--- config.mk ---
export PLATFORM = sky130hd
export DESIGN_NAME = instr_loader_flat
export DESIGN_NICKNAME = d
export VERILOG_FILES = /design/src/rtl/jacaranda_pkg.sv /design/src/rtl/instr_loader_if.sv /design/src/rtl/instr_loader_encoder.sv /design/src/rtl/instr_loader.sv /design/src/flat_wrapper.sv
export SDC_FILE = /design/constraint.sdc
export NUM_CORES = 1
export LEC_CHECK = 0
export ABC_AREA = 0
export BUFFER_PORTS_ARGS = -buffer_cell sky130_fd_sc_hd__buf_2
export CAP_MARGIN = 5
export CORE_MARGIN = 3
export CORE_UTILIZATION = 51
export DETAILED_ROUTE_END_ITERATION = 10
export GPL_TIMING_DRIVEN = 1
export PLACE_DENSITY = 0.84
export SYNTH_ARGS = -nofsm -noshare
export SYNTH_HDL_FRONTEND = slang
export SYNTH_SLANG_ARGS = --single-unit
--- constraint.sdc ---
create_clock -name i_clock -period 2.46 [get_ports i_clock]
set_input_delay 0.246 -clock i_clock [delete_from_list [all_inputs] [get_ports i_clock]]
set_output_delay 0.246 -clock i_clock [all_outputs]
set_load 0.02 [all_outputs]
--- src/rtl/jacaranda_pkg.sv ---
// Shared jacaranda-8 definitions: instruction field layout, format codes and
// loader state encoding. The core's field-split logic uses the same constants.
package jacaranda_pkg;

  localparam int LD_ADDR_W = 8;
  localparam int WORD_W    = 8;

  localparam int OPC_MSB = 7;
  localparam int OPC_LSB = 4;
  localparam int RD_MSB  = 3;
  localparam int RD_LSB  = 2;
  localparam int RS_MSB  = 1;
  localparam int RS_LSB  = 0;
  localparam int IMM_MSB = 3;
  localparam int IMM_LSB = 0;

  localparam logic FMT_REG = 1'b0;
  localparam logic FMT_IMM = 1'b1;

  typedef enum logic [1:0] {
    ST_IDLE   = 2'd0,
    ST_LOAD   = 2'd1,
    ST_FINISH = 2'd2
  } ld_state_e;

endpackage

--- src/rtl/instr_loader_if.sv ---
// Loader bus: decoded-field valid/ready stream in, instruction-memory write port out.
// master = host / memory side, slave = the loader.
interface instr_loader_if
  import jacaranda_pkg::*;
#(
  parameter int ADDR_W = LD_ADDR_W
);
  logic                       valid;
  logic                       ready;
  logic                       fmt;
  logic [OPC_MSB-OPC_LSB:0]   opcode;
  logic [RD_MSB-RD_LSB:0]     rd;
  logic [RS_MSB-RS_LSB:0]     rs;
  logic [IMM_MSB-IMM_LSB:0]   imm;
  logic                       we;
  logic [ADDR_W-1:0]          addr;
  logic [WORD_W-1:0]          wdata;

  modport master (
    output valid, fmt, opcode, rd, rs, imm,
    input  ready, we, addr, wdata
  );

  modport slave (
    input  valid, fmt, opcode, rd, rs, imm,
    output ready, we, addr, wdata
  );

endinterface

--- src/rtl/instr_loader_encoder.sv ---
// Combinational packer: instruction fields to an 8-bit jacaranda-8 word,
// the exact inverse of the core's field split.
module instr_encoder
  import jacaranda_pkg::*;
(
  input  logic                     i_fmt,
  input  logic [OPC_MSB-OPC_LSB:0] i_opcode,
  input  logic [RD_MSB-RD_LSB:0]   i_rd,
  input  logic [RS_MSB-RS_LSB:0]   i_rs,
  input  logic [IMM_MSB-IMM_LSB:0] i_imm,
  output logic [WORD_W-1:0]        o_word
);

  always_comb begin
    o_word                  = '0;
    o_word[OPC_MSB:OPC_LSB] = i_opcode;
    // immediate overlays the rd/rs bit positions
    if (i_fmt == FMT_IMM) begin
      o_word[IMM_MSB:IMM_LSB] = i_imm;
    end else begin
      o_word[RD_MSB:RD_LSB] = i_rd;
      o_word[RS_MSB:RS_LSB] = i_rs;
    end
  end

endmodule

--- src/rtl/instr_loader.sv ---
// Program loader: packs field sets and writes them to instruction memory at
// sequential (wrapping) addresses while holding the core.
//   state     | meaning
//   ST_IDLE   | waiting for start; stream not ready
//   ST_LOAD   | accepting beats until remaining reaches 0
//   ST_FINISH | one-cycle done pulse, then back to idle
module instr_loader
  import jacaranda_pkg::*;
#(
  parameter int ADDR_W = LD_ADDR_W
) (
  input  logic              i_clock,
  input  logic              i_reset_n,
  input  logic              i_start,
  input  logic [ADDR_W-1:0] i_base_addr,
  input  logic [ADDR_W:0]   i_count,
  input  logic              i_abort,
  instr_loader_if.slave     bus,
  output logic              o_cpu_hold,
  output logic              o_busy,
  output logic              o_done,
  output logic [WORD_W-1:0] o_checksum
);

  ld_state_e         r_state;
  ld_state_e         w_state_nxt;
  logic [ADDR_W-1:0] r_wr_ptr;
  logic [ADDR_W:0]   r_remaining;
  logic              r_mem_we;
  logic [ADDR_W-1:0] r_mem_addr;
  logic [WORD_W-1:0] r_mem_wdata;
  logic [WORD_W-1:0] r_checksum;
  logic [WORD_W-1:0] w_word;
  logic              w_ready;
  logic              w_beat;

  instr_encoder u_enc (
    .i_fmt    (bus.fmt),
    .i_opcode (bus.opcode),
    .i_rd     (bus.rd),
    .i_rs     (bus.rs),
    .i_imm    (bus.imm),
    .o_word   (w_word)
  );

  always_comb begin
    w_state_nxt = r_state;
    w_ready     = 1'b0;
    w_beat      = 1'b0;
    unique case (r_state)
      ST_IDLE: begin
        if (i_start) w_state_nxt = (i_count == '0) ? ST_FINISH : ST_LOAD;
      end
      ST_LOAD: begin
        w_ready = (r_remaining != '0);
        // a beat coinciding with abort is dropped
        w_beat  = bus.valid & w_ready & ~i_abort;
        if (i_abort) w_state_nxt = ST_IDLE;
        else if (w_beat && r_remaining == (ADDR_W+1)'(1)) w_state_nxt = ST_FINISH;
      end
      ST_FINISH: w_state_nxt = ST_IDLE;
      default:   w_state_nxt = ST_IDLE;
    endcase
  end

  always_ff @(posedge i_clock) begin
    if (!i_reset_n) begin
      r_state     <= ST_IDLE;
      r_wr_ptr    <= '0;
      r_remaining <= '0;
      r_mem_we    <= 1'b0;
      r_mem_addr  <= '0;
      r_mem_wdata <= '0;
      r_checksum  <= '0;
    end else begin
      r_state  <= w_state_nxt;
      r_mem_we <= w_beat;
      if (r_state == ST_IDLE && i_start) begin
        r_wr_ptr    <= i_base_addr;
        r_remaining <= i_count;
        r_checksum  <= '0;
      end
      if (w_beat) begin
        r_mem_addr  <= r_wr_ptr;
        r_mem_wdata <= w_word;
        r_checksum  <= r_checksum ^ w_word;
        r_wr_ptr    <= r_wr_ptr + ADDR_W'(1);
        r_remaining <= r_remaining - (ADDR_W+1)'(1);
      end
    end
  end

  assign bus.ready  = w_ready;
  assign bus.we     = r_mem_we;
  assign bus.addr   = r_mem_addr;
  assign bus.wdata  = r_mem_wdata;
  assign o_busy     = (r_state != ST_IDLE);
  assign o_cpu_hold = (r_state != ST_IDLE);
  assign o_done     = (r_state == ST_FINISH) & ~i_abort;
  assign o_checksum = r_checksum;

endmodule
--- src/flat_wrapper.sv ---
// flat-port wrapper written by rule: the top's interface ports become plain ports
module instr_loader_flat import jacaranda_pkg::*;
#(
  parameter int ADDR_W = LD_ADDR_W
)
  (i_clock, i_reset_n, i_start, i_base_addr, i_count, i_abort, o_cpu_hold, o_busy, o_done, o_checksum, bus_valid, bus_fmt, bus_opcode, bus_rd, bus_rs, bus_imm, bus_ready, bus_we, bus_addr, bus_wdata);
  instr_loader_if #(.ADDR_W(ADDR_W)) bus_i ();
  input  logic i_clock;
  input  logic i_reset_n;
  input  logic i_start;
  input  logic [ADDR_W-1:0] i_base_addr;
  input  logic [ADDR_W:0] i_count;
  input  logic i_abort;
  output logic o_cpu_hold;
  output logic o_busy;
  output logic o_done;
  output logic [WORD_W-1:0] o_checksum;
  input wire logic [$bits(bus_i.valid)-1:0] bus_valid;
  input wire logic [$bits(bus_i.fmt)-1:0] bus_fmt;
  input wire logic [$bits(bus_i.opcode)-1:0] bus_opcode;
  input wire logic [$bits(bus_i.rd)-1:0] bus_rd;
  input wire logic [$bits(bus_i.rs)-1:0] bus_rs;
  input wire logic [$bits(bus_i.imm)-1:0] bus_imm;
  output wire logic [$bits(bus_i.ready)-1:0] bus_ready;
  output wire logic [$bits(bus_i.we)-1:0] bus_we;
  output wire logic [$bits(bus_i.addr)-1:0] bus_addr;
  output wire logic [$bits(bus_i.wdata)-1:0] bus_wdata;
  assign bus_i.valid = bus_valid;
  assign bus_i.fmt = bus_fmt;
  assign bus_i.opcode = bus_opcode;
  assign bus_i.rd = bus_rd;
  assign bus_i.rs = bus_rs;
  assign bus_i.imm = bus_imm;
  assign bus_ready = bus_i.ready;
  assign bus_we = bus_i.we;
  assign bus_addr = bus_i.addr;
  assign bus_wdata = bus_i.wdata;
  instr_loader #(.ADDR_W(ADDR_W)) u_core (.i_clock(i_clock), .i_reset_n(i_reset_n), .i_start(i_start), .i_base_addr(i_base_addr), .i_count(i_count), .i_abort(i_abort), .bus(bus_i), .o_cpu_hold(o_cpu_hold), .o_busy(o_busy), .o_done(o_done), .o_checksum(o_checksum));
endmodule
==> impl_metrics.yaml <==
floorplanning:
  die_height_um: 70.9
  dieArea_um2: 5030
  io_pins: 64
  rows: 22
  die_w_um: 70.9
  core_region_area_um2: 3850
  start_util_pct: 55.8
logic_synthesis:
  synth_area_leader_cell: "dfxtp_1"
  synth_top_area_share_pct: 41.0
  synthDistinctLibCells: 50
  ys.warnings.count: 0
  yosys_register_bits: 44
  synth_area_leaders: "dfxtp_1 41%, nand2_1 6.5%, a21oi_1 5.1%"
  syn_inst: 254
  syn_area_um2: 2150
  yosysSeqAreaShare_pct: 41.0
  syn_nets: 293
  synth_area_per_cell_um2: 8.47
drt:
  drt_pass1_iterations: 4
  wl_um: 5360
  drt-initial-drc-count: 142
  via_count: 2139
  detail-route-antenna-nets: 0
  routedWlPerCell_um: 14.9
  drc_errors: 0
  avgViaCountPerCell: 5.93
setup_path:
  cp-start-kind: "flop"
  r2r-start: "u_core.r_remaining[0]"
  crit_type: "reg2reg"
  worstSetupEndpointType: "flop"
  cp_max_fo: 16
  cp.required_ns: 2.69
  arrival_ns: 2.46
  startpoint: "u_core.r_remaining[0]"
grt:
  grt_pass1_wl_um: 8700
  grt.total_usage_pct: 21.4
  gr-usage-met3_pct: 5.26
  grt_pass1_vias: 1893
  grt_use_met2_pct: 34.3
  grt-busiest-layer: "met2"
  grt_max_degree: 24
  use_met1_pct: 28.5
  grt_overflow: 0
  antenna_found_initial: 0
cts:
  clock-root-buffer: "clkbuf_8"
  cts_resized: 0
  insertion_delay_ns: 0.30
  tritoncts: "done"
  cts_num_sinks: 44
  cts.htree.levels: 2
  cts_buffers: 5
  clkTransAtPathRegs_ns: 0.08
  postCtsHoldBufs: 0
  cts.path.max_buffers: 2
  post_cts_buffers: 0
power:
  p_leak_nw: 1.05
  internal_power_mw: 1.05
  seqPwrFrac_pct: 51.9
  power_density_nw_per_um2: 579
  p_sw_share_pct: 30.0
  p_clk_share_pct: 30.6
  power.share.combinational_pct: 17.5
  irDropWorstVdd_mv: 0.288
  p_switching_mw: 0.448
  total_power_mw: 1.49
timing:
  tns_ns: 0
  fin_skew_ns: 0.00528
  finalCriticalPeriod_ns: 2.23
  worst_slew_pin_slew_ns: 0.680
  slew_headroom_pct: 54.3
  min_period_over_period_pct: 90.5
  fmax_mhz: 449
  hold_viol: 0
  finalSetupViolCount: 0
  slew_violations: 0
  rsz0062_at_grt: "false"
run:
  max_cap_viol_count: 0
placed_design:
  place.gp.congestion: 0.899
  placed_area_um2: 2490
  io_buffers: 63
  placed_cells: 353
  dp_hpwl_um: 3870
layout:
  drive_gt1_share_pct: 28.4
  area_delta_synth_final_pct: 20.1
  final_cell_mix: "63 x buf_2, 44 x dfxtp_1, 37 x nand2_1"
  final_util_pct: 67.0
  finish.net_count: 351
  diodes: 0
  final_area_um2: 2580
  fillCellCount: 320
  final_common_cell: "buf_2"
  fin_cells: 361
worst_hold_path:
  min_from: "i_base_addr[5]"
  hold_path.class: "in2reg"
status:
  status: "completed"
-- registers in the layout (all words and copies together) (netlist names) --
register,cells
u_core.r_wr_ptr,8
u_core.r_state,2
u_core.bus.wdata,8
u_core.bus.we,1
u_core.r_remaining,9
u_core.bus.addr,8
u_core.o_checksum,8
-- cell usage after synthesis (all sizes together) --
| library cell | count |
|---|---|
| a211oi | 4 |
| nand2b | 1 |
| mux2i | 4 |
| o21ba | 1 |
| nor4bb | 1 |
| nand4 | 4 |
| a22oi | 2 |
| clkbuf | 12 |
| nor3 | 5 |
| xor2 | 4 |
| ha | 4 |
| a31oi | 5 |
| or4b | 1 |
| a2bb2oi | 1 |
| o211ai | 7 |
| dfxtp | 44 |
| or4 | 3 |
| a21boi | 1 |
| nor2 | 22 |
| nor4b | 1 |
| nand2 | 37 |
| inv | 6 |
| o31a | 1 |
| o311ai | 4 |
| and3 | 2 |
| nand4bb | 1 |
| xnor2 | 4 |
| nor4 | 5 |
| buf | 7 |
| or3b | 2 |
| nand3 | 9 |
| o41ai | 1 |
| o21a | 4 |
| nand4b | 1 |
| or3 | 3 |
| o31ai | 1 |
| nor3b | 4 |
| o221ai | 3 |
| a32oi | 4 |
| a21oi | 23 |
| o21ai | 5 |
-- critical path, stage by stage, from the launching register on --
cell,delay [ns]
dfxtp_1,0.36
inv_1,0.12
ha_1,0.22
or4b_1,0.57
o21ai_4,0.41
buf_4,0.27
nand2_1,0.07
a21oi_1,0.14
-- cell families (layout without fill, tap and decap cells) --
group                      after synthesis  after routing  share of synthesized area (%)
xor gates and xnor gates                 8              8                           3.26
and+or+nand+nor                        102            102                           24.7
AOI/OAI and AO/OA                       67             67                           21.5
DFF                                     44             44                           41.0
adders and majority gates                4              4                           2.33
buffers and inverters                   25             84                           5.41
muxes                                    4              4                           1.86
-- per-stage QoR --
step | hold slack [ns] | setup WS, ns
floorplan | 0.392 | 0.623
global placement | 0.442 | 0.370
detailed placement | 0.447 | 0.275
CTS | 0.177 | 0.259
global route | 0.223 | 0.103
finish | 0.179 | 0.234
-- power by group through the flow --
stage	logic (mW)	registers (mW)	clock network [mW]
after CTS	0.260	0.773	0.463
after global routing	0.286	0.779	0.494
after floorplan	0.172	0.788	0
final	0.262	0.775	0.457
after detailed placement	0.257	0.790	0
after global placement	0.252	0.789	0
-- layout make-up --
cell class	count	area (um2)	area share (%)
clock buffer	5	68.8	2.66
sequential	44	881	34.1
multi-input combinational	185	1160	44.9
inverter	6	22.5	0.872
timing repair buffer	70	368	14.2
tap	48	60.1	2.33
clock inverter	3	23.8	0.921
-- path summary, 6_finish.rpt --
path         depth (start not counted)  slack, ns             endpoint
max reg2reg                          7       0.23  u_core.bus.wdata[7]
min                                  3       0.18   u_core.r_wr_ptr[5]
max                                  7       0.23  u_core.bus.wdata[7]
min reg2reg                          2       0.46   u_core.bus.addr[4]
-- per-layer routing --
metal,vias to the layer above,share of wire [%]
met2,82,45
li1,1044,-
met3,4,7.4
met4,0,0.84
met5,-,0
met1,1009,46
No activity file was read; power rests on OpenSTA's default activity.
